==> src/rtl/wb_ext_decoder.sv <==
// wb_ext_decoder: registered Wishbone decoder / response mux from the SERV external bus to up to 4 slaves.
// Latency: request -> slave strobe 1 cycle, slave ack -> master ack 1 cycle; unmapped -> error ack 1 cycle.
// Backpressure: one access in flight, requests accepted only in IDLE; define WB_DEC_TIMEOUT_EN for the hung-slave timeout.
`timescale 1ns/1ps
module wb_ext_decoder #(
    parameter logic [31:0] BASE0    = 32'h4000_0000,
    parameter logic [31:0] MASK0    = 32'hFFFF_FF00,
    parameter logic [31:0] BASE1    = 32'h4000_0110,
    parameter logic [31:0] MASK1    = 32'hFFFF_FFF0,
    parameter logic [31:0] BASE2    = 32'hFFFF_FFFF,
    parameter logic [31:0] MASK2    = 32'h0000_0000,
    parameter logic [31:0] BASE3    = 32'hFFFF_FFFF,
    parameter logic [31:0] MASK3    = 32'h0000_0000,
    parameter int          TIMEOUT  = 255,
    parameter logic [31:0] ERR_DATA = 32'hDEAD_BEEF
) (
    input  logic         i_clk,
    input  logic         i_rst_n,
    input  logic [31:0]  i_wb_adr,
    input  logic [31:0]  i_wb_dat,
    input  logic [3:0]   i_wb_sel,
    input  logic         i_wb_we,
    input  logic         i_wb_stb,
    input  logic         i_wb_cyc,
    output logic [31:0]  o_wb_rdt,
    output logic         o_wb_ack,
    output logic         o_wb_err,
    output logic [31:0]  o_s_adr,
    output logic [31:0]  o_s_dat,
    output logic [3:0]   o_s_sel,
    output logic         o_s_we,
    output logic [3:0]   o_s_stb,
    input  logic [127:0] i_s_rdt,
    input  logic [3:0]   i_s_ack
);

    // The counter is 8 bits wide, so a TIMEOUT outside 1..255 can never be reached.
    if (TIMEOUT < 1 || TIMEOUT > 255) begin : g_timeout_range
        $error("wb_ext_decoder: TIMEOUT must be in 1..255");
    end

    typedef enum logic [1:0] {
        ST_IDLE = 2'd0,
        ST_BUSY = 2'd1,
        ST_RESP = 2'd2,
        ST_ERR  = 2'd3
    } state_t;

    state_t      r_state;
    logic [31:0] r_wb_rdt;
    logic        r_wb_ack;
    logic        r_wb_err;
    logic [31:0] r_s_adr;
    logic [31:0] r_s_dat;
    logic [3:0]  r_s_sel;
    logic        r_s_we;
    logic [3:0]  r_s_stb;

    logic [3:0]  w_hit;
    logic [3:0]  w_hit_oh;
    logic        w_ack_sel;
    logic [31:0] w_rdt_sel;

`ifdef WB_DEC_TIMEOUT_EN
    localparam logic [7:0] LP_TIMEOUT = 8'(TIMEOUT);
    logic [7:0] r_cnt;
    logic [7:0] w_cnt_inc;
    assign w_cnt_inc = r_cnt + 8'd1;
`endif

    // Region match is evaluated on the live master address, decoded in the accepting cycle.
    assign w_hit[0] = ((i_wb_adr & MASK0) == BASE0);
    assign w_hit[1] = ((i_wb_adr & MASK1) == BASE1);
    assign w_hit[2] = ((i_wb_adr & MASK2) == BASE2);
    assign w_hit[3] = ((i_wb_adr & MASK3) == BASE3);

    // Overlapping regions resolve to the lowest slave index.
    always_comb begin
        w_hit_oh = 4'b0000;
        if (w_hit[0])      w_hit_oh = 4'b0001;
        else if (w_hit[1]) w_hit_oh = 4'b0010;
        else if (w_hit[2]) w_hit_oh = 4'b0100;
        else if (w_hit[3]) w_hit_oh = 4'b1000;
    end

    // Only the strobed slave's ack counts; the one-hot strobe doubles as the select.
    assign w_ack_sel = |(i_s_ack & r_s_stb);

    // AND-OR read-data mux keyed by the one-hot strobe.
    always_comb begin
        w_rdt_sel = 32'h0;
        for (int k = 0; k < 4; k++) begin
            if (r_s_stb[k]) w_rdt_sel = w_rdt_sel | i_s_rdt[32*k +: 32];
        end
    end

    // Request/response FSM with all bus outputs registered.
    always_ff @(posedge i_clk or negedge i_rst_n) begin
        if (!i_rst_n) begin
            r_state  <= ST_IDLE;
            r_wb_rdt <= 32'h0;
            r_wb_ack <= 1'b0;
            r_wb_err <= 1'b0;
            r_s_adr  <= 32'h0;
            r_s_dat  <= 32'h0;
            r_s_sel  <= 4'h0;
            r_s_we   <= 1'b0;
            r_s_stb  <= 4'h0;
`ifdef WB_DEC_TIMEOUT_EN
            r_cnt    <= 8'd0;
`endif
        end else begin
            r_wb_ack <= 1'b0;
            r_wb_err <= 1'b0;
            case (r_state)
                ST_IDLE: begin
                    if (i_wb_stb && i_wb_cyc) begin
                        r_s_adr <= i_wb_adr;
                        r_s_dat <= i_wb_dat;
                        r_s_sel <= i_wb_sel;
                        r_s_we  <= i_wb_we;
                        if (|w_hit_oh) begin
                            r_s_stb <= w_hit_oh;
                            r_state <= ST_BUSY;
`ifdef WB_DEC_TIMEOUT_EN
                            r_cnt   <= 8'd0;
`endif
                        end else begin
                            // Unmapped: answer immediately so the CPU never waits; a write is simply dropped.
                            r_wb_ack <= 1'b1;
                            r_wb_err <= 1'b1;
                            r_wb_rdt <= ERR_DATA;
                            r_state  <= ST_ERR;
                        end
                    end
                end
                ST_BUSY: begin
                    if (!i_wb_cyc) begin
                        // Master gave up: release the slave silently, any later ack lands in IDLE.
                        r_s_stb <= 4'h0;
                        r_state <= ST_IDLE;
                    end else if (w_ack_sel) begin
                        r_wb_rdt <= w_rdt_sel;
                        r_wb_ack <= 1'b1;
                        r_s_stb  <= 4'h0;
                        r_state  <= ST_RESP;
                    end
`ifdef WB_DEC_TIMEOUT_EN
                    // An ack in the final counted cycle takes the branch above and wins over the timeout.
                    else if (w_cnt_inc == LP_TIMEOUT) begin
                        r_s_stb  <= 4'h0;
                        r_wb_ack <= 1'b1;
                        r_wb_err <= 1'b1;
                        r_wb_rdt <= ERR_DATA;
                        r_state  <= ST_ERR;
                    end else begin
                        r_cnt <= w_cnt_inc;
                    end
`endif
                end
                ST_RESP: r_state <= ST_IDLE;
                ST_ERR:  r_state <= ST_IDLE;
                default: r_state <= ST_IDLE;
            endcase
        end
    end

    assign o_wb_rdt = r_wb_rdt;
    assign o_wb_ack = r_wb_ack;
    assign o_wb_err = r_wb_err;
    assign o_s_adr  = r_s_adr;
    assign o_s_dat  = r_s_dat;
    assign o_s_sel  = r_s_sel;
    assign o_s_we   = r_s_we;
    assign o_s_stb  = r_s_stb;

endmodule
==> config.mk <==
export PLATFORM = sky130hd
export DESIGN_NAME = wb_ext_decoder
export DESIGN_NICKNAME = d
export VERILOG_FILES = /design/src/rtl/wb_ext_decoder.sv
export SDC_FILE = /design/constraint.sdc
export NUM_CORES = 1
export LEC_CHECK = 0
export CORE_AREA = 3 3 121 123
export DETAILED_ROUTE_END_ITERATION = 7
export DIE_AREA = 0 0 124 126
export HOLD_SLACK_MARGIN = 0.02
export PLACE_DENSITY = 0.82
export SLEW_MARGIN = 20
export SYNTH_ARGS = -nofsm -noshare
export SYNTH_HDL_FRONTEND = slang
export SYNTH_SLANG_ARGS = --single-unit
==> constraint.sdc <==
create_clock -name i_clk -period 3.1 [get_ports i_clk]
set_input_delay 0.465 -clock i_clk [delete_from_list [all_inputs] [get_ports i_clk]]
set_output_delay 0.465 -clock i_clk [all_outputs]
set_load 0.1 [all_outputs]
==> impl_metrics.yaml <==
run_status:
  outcome: "finished, final reports clean"
floorplanning:
  initial_utilization: 0.3310
  die_height_um: 126
  rows: 43
  die_w_um: 124
  dieArea_um2: 15620
  core_area_um2: 13770
  ios: 312
final_layout:
  final_core_util: 0.5234
  final_common_cell: "clkdlybuf4s50_1"
  n_fill_cell: 1173
  area_growth_syn_to_layout_pct: 58.12
  nets: 778
  diodes: 0
  layout-drive-gt1-share: 0.4100
  final_cell_mix: "clkdlybuf4s50_1, buf_4, dfrtp_1"
route:
  drt_wl_total_um: 12230
  viasPerCell: 4.838
  num_vias: 3667
  firstDrtPassIters: 6
  postRouteAntennaNets: 0
  drt_iter0_markers: 147
  drc_errors: 0
  wire_per_inst_um: 16.14
clock_tree:
  clock_latency_ns: 0.34
  cts_buffers: 9
  path_clk_slew_ns: 0.07
  clockBufferDepth: 2
  h-tree-depth: 3
  clockRootBuffer: "clkbuf_16"
  postCtsSetupBuffers: 0
  cts_tree: "yes"
  postCtsHoldBufs: 0
  cts.sink_count: 107
  ctsResizeCount: 0
setup_path:
  crit_chain: "clkdlybuf4s50_1 > nand2_1 > or3_1 > buf_4 > a221oi_1 > a21oi_2"
  max_stage_delay_ns: 0.55
  worstPathArrival_ns: 2.17
  cp.required_ns: 3.32
  reg2reg_from: "r_state[1]"
  slowest_stage: "clkdlybuf4s50_1"
  rrSetupSlack_ns: 1.32
  path_class: "input port to register"
  cp-start-kind: "input port"
  worst_setup_path_end_kind: "register"
  r2r-end: "o_wb_rdt[17]"
  reg2reg_depth: 7
  path_max_fanout: 42
synthesis:
  synthFlopType: "dfrtp_1"
  avgSynthCellArea_um2: 13.53
  synth_top_area_cell: "dfrtp_1"
  yosys_warnings: 0
  yosysSeqAreaShare: 0.5873
  synth_area_um2: 4559
  synth_seq_cells: 107
  synth-edff-count: 0
  synthArstFlopShare: 1.000
  synth_area_leaders: "dfrtp_1, mux2_2, a221oi_1, a21oi_2, o22ai_2"
  synth_cell_types: 33
  syn_inst: 337
  yosysTopAreaCellShare: 0.5873
worst_hold_path:
  min_path_type: "input port to async pin"
placement:
  gp_congestion: 0.8148
  portBuffers: 243
  dp_hpwl_um: 9451
grt:
  grt_pass1_wl_um: 18840
  grt_pass1_vias: 3796
  antenna_found_initial: 0
  grt_max_degree: 62
  grt-ovfl-total: 0
  track_usage: 0.1523
pwr:
  leakagePower_uw: 0.003015
  power_density_nw_per_um2: 1025
  irDropWorstVdd_uv: 578.1
  power_uw: 7386
timing:
  tns_ns: 0
  hold_viol: 0
  setup_viol: 0
  tightest_slew_ns: 0.7732
  fin_crit_ns: 1.959
  fin_crit_sh: 0.6319
  slew_violations: 0
  fmax_ghz: 0.5105
  fin_skew_ns: 0.004335
  rsz0062_at_grt: "false"
  slew_headroom: 0.4845
run:
  drv_cap: 0
[Yosys cell counts, types with 2 or more instances]
library cell,count
dfrtp_1,107
a221oi_1,24
o211ai_1,2
a21oi_1,7
nor4_1,2
nand2_1,16
nor3_1,2
buf_4,3
a22oi_1,8
nor2_1,26
a21oi_2,18
buf_2,13
nor4_2,2
clkbuf_1,9
or4_1,2
nand2_2,2
o22ai_2,8
mux2_2,69
buf_6,2
nand3_1,2
[stage by stage]
| step | cell area (um2) | instances | worst slack [ns] | hold slack (ns) |
|---|---|---|---|---|
| floorplan | 4563 | 338 | 0.7527 | 0.1694 |
| finish | 7209 | 758 | 1.141 | 0.1715 |
| CTS | 7209 | 758 | 1.115 | 0.2045 |
| global placement | 6910 | 742 | 0.7821 | 0.4896 |
| global route | 7209 | 758 | 1.018 | 0.2288 |
| detailed placement | 6910 | 742 | 0.7473 | 0.4947 |
[power by group]
group	internal (uW)	switching (uW)
sequential	1760	197
combinational	967	3320
clock	632	505
total	3360	4030
[how the worst max path moves through the flow]
stage | startpoint | end | slack, ns | depth (start not counted)
floorplan | o_s_stb[1] | o_wb_rdt[18] | 0.75 | 7
global placement | i_wb_adr[27] | o_wb_rdt[29] | 0.78 | 7
detailed placement | i_wb_adr[27] | o_wb_rdt[17] | 0.75 | 7
CTS | i_wb_adr[27] | o_wb_rdt[17] | 1.12 | 7
global route | i_wb_adr[21] | o_wb_rdt[29] | 1.02 | 7
finish | i_wb_cyc | o_wb_rdt[28] | 1.14 | 6
[state kept, by name, indices dropped and copies added (netlist names)]
signal,flops
o_wb_rdt,32
o_wb_ack,1
o_wb_err,1
o_s_stb,2
o_s_dat,32
o_s_adr,32
o_s_sel,4
o_s_we,1
r_state,2
[routing by layer]
metal	wire length (um)	up-vias	track usage
met2	6425	136	0.2711
met3	993	18	0.04670
met4	225	0	0.05026
met5	0	-	0
li1	-	1712	-
met1	4588	1801	0.1716
[cells by family (layout without fill, tap and decap cells)]
group | after synthesis | after routing | synth area share
other | 1 | 2 | 0.0008225
AND/OR/NAND/NOR | 62 | 62 | 0.07217
buffers and inverters | 28 | 268 | 0.03293
AO/OA/AOI/OAI | 70 | 70 | 0.1364
flip-flops | 107 | 107 | 0.5873
multiplexers | 69 | 69 | 0.1704
[critical path, delay by kind of cell]
| kind | cells | cell delay [ns] |
|---|---|---|
| buffers and inverters | 2 | 0.83 |
| AO/OA/AOI/OAI | 2 | 0.42 |
| AND/OR/NAND/NOR | 2 | 0.44 |
[layout make-up]
cell class              instances  area, um2  share of cell area
well taps                     180      225.2             0.03124
inverters                       1      6.256           0.0008678
clock inverters                 7      73.82             0.01024
clock buffers                   9      225.2             0.03124
multi-input cells             203       1737              0.2409
flip-flops and latches        107       2678              0.3714
repair buffers                251       2265              0.3141
Power figures use the tool's default switching activity.
